File: config.mk
export PLATFORM = sky130hd
export DESIGN_NAME = serial_readout_tx
export DESIGN_NICKNAME = d
export VERILOG_FILES = /design/src/rtl/serial_readout_tx.sv
export SDC_FILE = /design/constraint.sdc
export NUM_CORES = 1
export LEC_CHECK = 0
export BUFFER_PORTS_ARGS = -buffer_cell sky130_fd_sc_hd__clkbuf_2
export CAP_MARGIN = 20
export CORE_UTILIZATION = 50
export CTS_CLUSTER_SIZE = 16
export DETAILED_ROUTE_END_ITERATION = 8
export MAX_ROUTING_LAYER = met4
export PLACE_DENSITY = 0.71
export SYNTH_ARGS = -nofsm -noshare
export SYNTH_HDL_FRONTEND = slang
export SYNTH_SLANG_ARGS = --single-unit
export TNS_END_PERCENT = 10
File: constraint.sdc
create_clock -name clk -period 4.5 [get_ports clk]
set_clock_uncertainty 0.05 [all_clocks]
set_input_delay 0.225 -clock clk [delete_from_list [all_inputs] [get_ports clk]]
set_output_delay 0.225 -clock clk [all_outputs]
set_load 0.1 [all_outputs]
File: src/rtl/serial_readout_tx.sv
// Serial word transmitter: parallel word in over valid/ready, shifted out on a
// divided sclk with sdo and an active-low frame select. All outputs registered.
//
// state | meaning
// ------+-------------------------------------------------------------
// IDLE  | no frame; tx_ready=1, cs_n=1, sclk=0; accepts tx_data on tx_valid
// LOW   | sclk low half-period; sdo holds the current bit (setup time)
// HIGH  | sclk high half-period; sdo held stable (hold time)
module serial_readout_tx #(
    parameter int WIDTH     = 8,
    parameter int DIV       = 2,
    parameter int MSB_FIRST = 1
) (
    input  logic             clk,
    input  logic             rst,
    input  logic [WIDTH-1:0] tx_data,
    input  logic             tx_valid,
    output logic             tx_ready,
    output logic             sclk,
    output logic             sdo,
    output logic             cs_n,
    output logic             busy,
    output logic             done
);

    localparam int DIV_W = (DIV > 1) ? $clog2(DIV) : 1;
    localparam int CNT_W = (WIDTH > 1) ? $clog2(WIDTH) : 1;
    localparam logic [DIV_W-1:0] DIV_LAST = DIV_W'(DIV - 1);
    localparam logic [CNT_W-1:0] BIT_LAST = CNT_W'(WIDTH - 1);

    typedef enum logic [1:0] {
        IDLE = 2'd0,
        LOW  = 2'd1,
        HIGH = 2'd2
    } state_t;

    state_t           state, state_nxt;
    logic [WIDTH-1:0] shift_reg, shift_nxt;
    logic [CNT_W-1:0] bit_cnt, bit_cnt_nxt;
    logic [DIV_W-1:0] div_cnt, div_cnt_nxt;
    logic             sclk_nxt, sdo_nxt, cs_n_nxt, ready_nxt, done_nxt;
    logic [WIDTH-1:0] shift_adv;

    // Bit that goes on the wire first from a given shift-register image.
    function automatic logic lead_bit(input logic [WIDTH-1:0] v);
        if (MSB_FIRST != 0)
            return v[WIDTH-1];
        else
            return v[0];
    endfunction

    // Shift direction fixed at elaboration; the next bit always sits at the lead position.
    assign shift_adv = (MSB_FIRST != 0) ? (shift_reg << 1) : (shift_reg >> 1);

    // State and output registers; every output comes straight from a flop.
    always_ff @(posedge clk) begin
        if (rst) begin
            state     <= IDLE;
            shift_reg <= '0;
            bit_cnt   <= '0;
            div_cnt   <= '0;
            sclk      <= 1'b0;
            sdo       <= 1'b0;
            cs_n      <= 1'b1;
            tx_ready  <= 1'b1;
            busy      <= 1'b0;
            done      <= 1'b0;
        end else begin
            state     <= state_nxt;
            shift_reg <= shift_nxt;
            bit_cnt   <= bit_cnt_nxt;
            div_cnt   <= div_cnt_nxt;
            sclk      <= sclk_nxt;
            sdo       <= sdo_nxt;
            cs_n      <= cs_n_nxt;
            tx_ready  <= ready_nxt;
            busy      <= ~ready_nxt;
            done      <= done_nxt;
        end
    end

    // Next-state and next-output decode; sdo only moves on sclk fall or frame start.
    always_comb begin
        state_nxt   = state;
        shift_nxt   = shift_reg;
        bit_cnt_nxt = bit_cnt;
        div_cnt_nxt = div_cnt;
        sclk_nxt    = sclk;
        sdo_nxt     = sdo;
        cs_n_nxt    = cs_n;
        ready_nxt   = tx_ready;
        done_nxt    = 1'b0;

        case (state)
            IDLE: begin
                sclk_nxt  = 1'b0;
                cs_n_nxt  = 1'b1;
                ready_nxt = 1'b1;
                if (tx_valid) begin
                    shift_nxt   = tx_data;
                    sdo_nxt     = lead_bit(tx_data);
                    cs_n_nxt    = 1'b0;
                    ready_nxt   = 1'b0;
                    bit_cnt_nxt = '0;
                    div_cnt_nxt = '0;
                    state_nxt   = LOW;
                end
            end

            LOW: begin
                if (div_cnt == DIV_LAST) begin
                    div_cnt_nxt = '0;
                    sclk_nxt    = 1'b1;
                    state_nxt   = HIGH;
                end else begin
                    div_cnt_nxt = div_cnt + DIV_W'(1);
                end
            end

            HIGH: begin
                if (div_cnt == DIV_LAST) begin
                    div_cnt_nxt = '0;
                    sclk_nxt    = 1'b0;
                    if (bit_cnt == BIT_LAST) begin
                        cs_n_nxt  = 1'b1;
                        sdo_nxt   = 1'b0;
                        done_nxt  = 1'b1;
                        ready_nxt = 1'b1;
                        state_nxt = IDLE;
                    end else begin
                        bit_cnt_nxt = bit_cnt + CNT_W'(1);
                        shift_nxt   = shift_adv;
                        sdo_nxt     = lead_bit(shift_adv);
                        state_nxt   = LOW;
                    end
                end else begin
                    div_cnt_nxt = div_cnt + DIV_W'(1);
                end
            end

            default: begin
                state_nxt = IDLE;
            end
        endcase
    end

endmodule

==> results.txt <==
- Clock buffer count from CTS: 3
* Net Sw Frac: 0.453
* Setup slack of the most critical reg-to-reg path: roughly 2.0 ns
* Depth of the worst register-to-register path: 5
- Once the clock tree was built, the resizer swapped 0 gates to a different size.
- Total detailed-routing wirelength: 1770 µm
- Total number of vias: approximately 800
* CTS tree: built
* Power after layout: a little over 0.6 mW
* Placed standard-cell area: roughly 0.0011 mm²
* Biggest fanout along the worst timing path: 28
* Fraction of final layout cells with drive strength greater than 1: 0.248
- After routing the design area is 0.00109 mm².
- Measured on the finished design, the core utilization comes to 0.607.
* Cells on Worst Hold Path: 3
- Cell internal power was estimated by the tool at 0.335 mW.
- Of the available clock period, the critical path in the final layout requires 0.563.
- Top FF cell, synth: dfxtp_1
- Fill cells in the final layout number 186.
- For this design the ratio of total power to cell area is ~560 mW/mm².
* Number of failing hold endpoints at the final stage: 0
- Overall routing resource usage: 0.184
* Number of synthesized register bits: 19
- Syn Area/Cell: 9.59 µm²
* Setup TNS: 0 ns
- Worst Path Class, Setup: flip-flop to flip-flop
* Number of buffers added to fix hold violations after cts: 0
- Async set or reset register ratio after synthesis: 0
* I/O pins: 17
* Yosys top cell by area: dfxtp_1
* Ant. Diodes: 0
* Final RePlAce weighted congestion: approximately 0.81
- The startpoint identified for the worst register-to-register timing path is state[0].
- Number of nets with antenna violations after detailed routing: 0
- For this design the total switching power over the nets is ~0.28 mW.
* Detailed-route wire length per cell: 12.5 µm
* Nets: 136
- Worst vdd ir: ~0.26 mV
- Hold path endpoint: cs_n
- In this run the most critical hold path is launched from tx_valid.
* Min Tclk post-route: 2.53 ns
* Endpoint of the worst-slack reg-to-reg timing path: shift_reg[0]
- Post-route setup slack: about 2.0 ns
- Residual DRC: 0
* Area Overhead vs Synth: 9.66%
- For the worst setup path, the data arrival time is approximately 2.7 ns.
* Chip Height: ~47 µm
- Yosys synthesis warning count: 0
* Max Root-Sink Buffers: 2
- Cell count after placement: 138
- Iteration-0 DRC Markers: 8
- Number of placement rows: 15
- Worst-case hold slack: around 0.20 ns
- Max H-tree Level: 1
- # setup viols final: 0
- At the placement stage, the worst setup path has a slack of between 2 and 2.5 ns.
- Post-synthesis sequential area ratio: 0.381
- In this run the tool buffered the top-level ports with 16 buffer cells.
- Worst-path clk slew: approximately 0.11 ns
- Largest net degree at the start of global routing: 29
- The floorplan step defined a die boundary enclosing 0.00218 mm².
* Number of standard cells after synthesis: 104
* Post-CTS setup buffers: 0
- Dividing the detail-routed via count by the number of cells gives around 5.6.
- Final Max Slew Viols: 0
* Worst setup path startpoint: state[0]
* Result of the run: finished clean
* Capturing element type of the critical path: flip-flop
- Most common cell in the synthesized netlist: dfxtp_1
- EDFF count, synth: 0
* Number of global-route vias before repair: roughly 670
- Pre-Repair DR Iteration Count: 4
- Startpoint types: flip-flop
- Starting Density: 0.553
- Number of sinks handled by clock tree synthesis: 19
* Share of the synthesized area in the top cell type: 0.381
- Across the run, the number of max-cap violations was 0.
* Clock share of power: 0.143
- Static timing analysis puts the maximum clock frequency at just under 400 MHz.
- Combinational group share of total power: 0.479
- Detailed placer's ending HPWL: 1270 µm
- In this run the cell area of the synthesized design comes to 997 µm².
- Slew Limit Headroom: 0.371
* Leakage power: 0.463 nW
- Slew at the pin with the worst max-slew slack: ~0.94 ns
- Max FFs per register: 7
- CTS Root Cell: clkbuf_4
* Sequential share of power: 0.378
- The die is about 47 µm wide.
- Area inside the core boundary: about 0.0018 mm²
- The number of nets in the synthesized netlist is around 120.
* Initial antenna violation count: 0
- Most common library cells after synthesis: dfxtp_1 (19), mux2i_1 (11), nand2_1 (8)
- Total grt overflow: 0
* RSZ-0062 raised after global routing: no
* Synth unique cells: 27
- Worst hold path class: input port to flip-flop
- Global-route wire length before repair: between 2000 and 3000 µm
* Clock latency of the later-clocked register in the worst-skew pair: just under 0.3 ns
- Post-route insts no fill: around 140
* Cell types occupying the most area after synthesis: dfxtp_1 (38%), mux2i_1 (11%), ha_1 (8.8%), a2111oi_0 (5.3%), a31o_2 (5.3%)
* Required time of the worst setup path: 4.65 ns
[layout make-up]
type | instances | area, µm² | share of cell area
inverter | 3 | 11.3 | 0.0103
multi-input combinational | 75 | 563 | 0.515
sequential | 19 | 380 | 0.348
tap | 25 | 31.3 | 0.0286
clock inverter | 1 | 5.00 | 0.00458
timing repair buffer | 16 | 80.1 | 0.0732
clock buffer | 3 | 22.5 | 0.0206
[logic make-up after synthesis]
kind of cell / share of synthesized area
AOI/OAI and AO/OA: 0.197
adders and majority gates: 0.0878
buffers and inverters: 0.0539
DFF: 0.381
muxes: 0.122
and+or+nand+nor: 0.158
[metal layers]
metal  vias to the layer above  wire, µm  GRT usage
met1                       373       873      0.237
met4                         0        10     0.0514
met5                         -         0          -
met2                        19       829      0.297
li1                        407         -          -
met3                         2        55     0.0275
[worst max path at each step]
stage / to / slack, ns / cells after the start
2_1_floorplan: bit_cnt[0] / 2.79 / 6
3_3_place_gp: shift_reg[1] / 2.09 / 5
3_5_place_dp: shift_reg[0] / 2.01 / 5
4_1_cts: shift_reg[0] / 1.99 / 5
5_1_grt: shift_reg[2] / 1.78 / 5
6_report: shift_reg[0] / 1.97 / 5
[layout by cell type, fill, tap and decap left out]
cell type and count:
dfxtp_1 19, clkbuf_2 16, mux2i_1 11, nand2_1 8, ha_1 7, nor2_1 6, a2111oi_0 6, a31o_2 6
nand3_1 5, o21ai_0 4, inv_1 3, nor2b_1 3, nand2b_1 3, a31oi_1 3, a21oi_1 3, clkbuf_4 3
or4b_1 2, o21ba_2 1, a21o_1 1, a31o_1 1, nor4b_1 1, and2b_1 1, o221a_2 1, mux2_2 1
and3_1 1, clkinv_2 1
[power groups by stage]
stage | clock [mW] | combinational [mW] | sequential (mW)
after floorplan | 0 | 0.171 | 0.318
after global placement | 0 | 0.287 | 0.234
after detailed placement | 0 | 0.292 | 0.235
after CTS | 0.0900 | 0.293 | 0.231
after global routing | 0.0964 | 0.316 | 0.237
final | 0.0872 | 0.293 | 0.231
[worst max-delay path: stages (launching register included)]
cell and delay (ns):
dfxtp_1 0.37, inv_1 0.10, ha_1 0.78, mux2i_1 0.51
a21o_1 0.36, a31o_2 0.27
No activity file was read; power rests on OpenSTA's default activity.
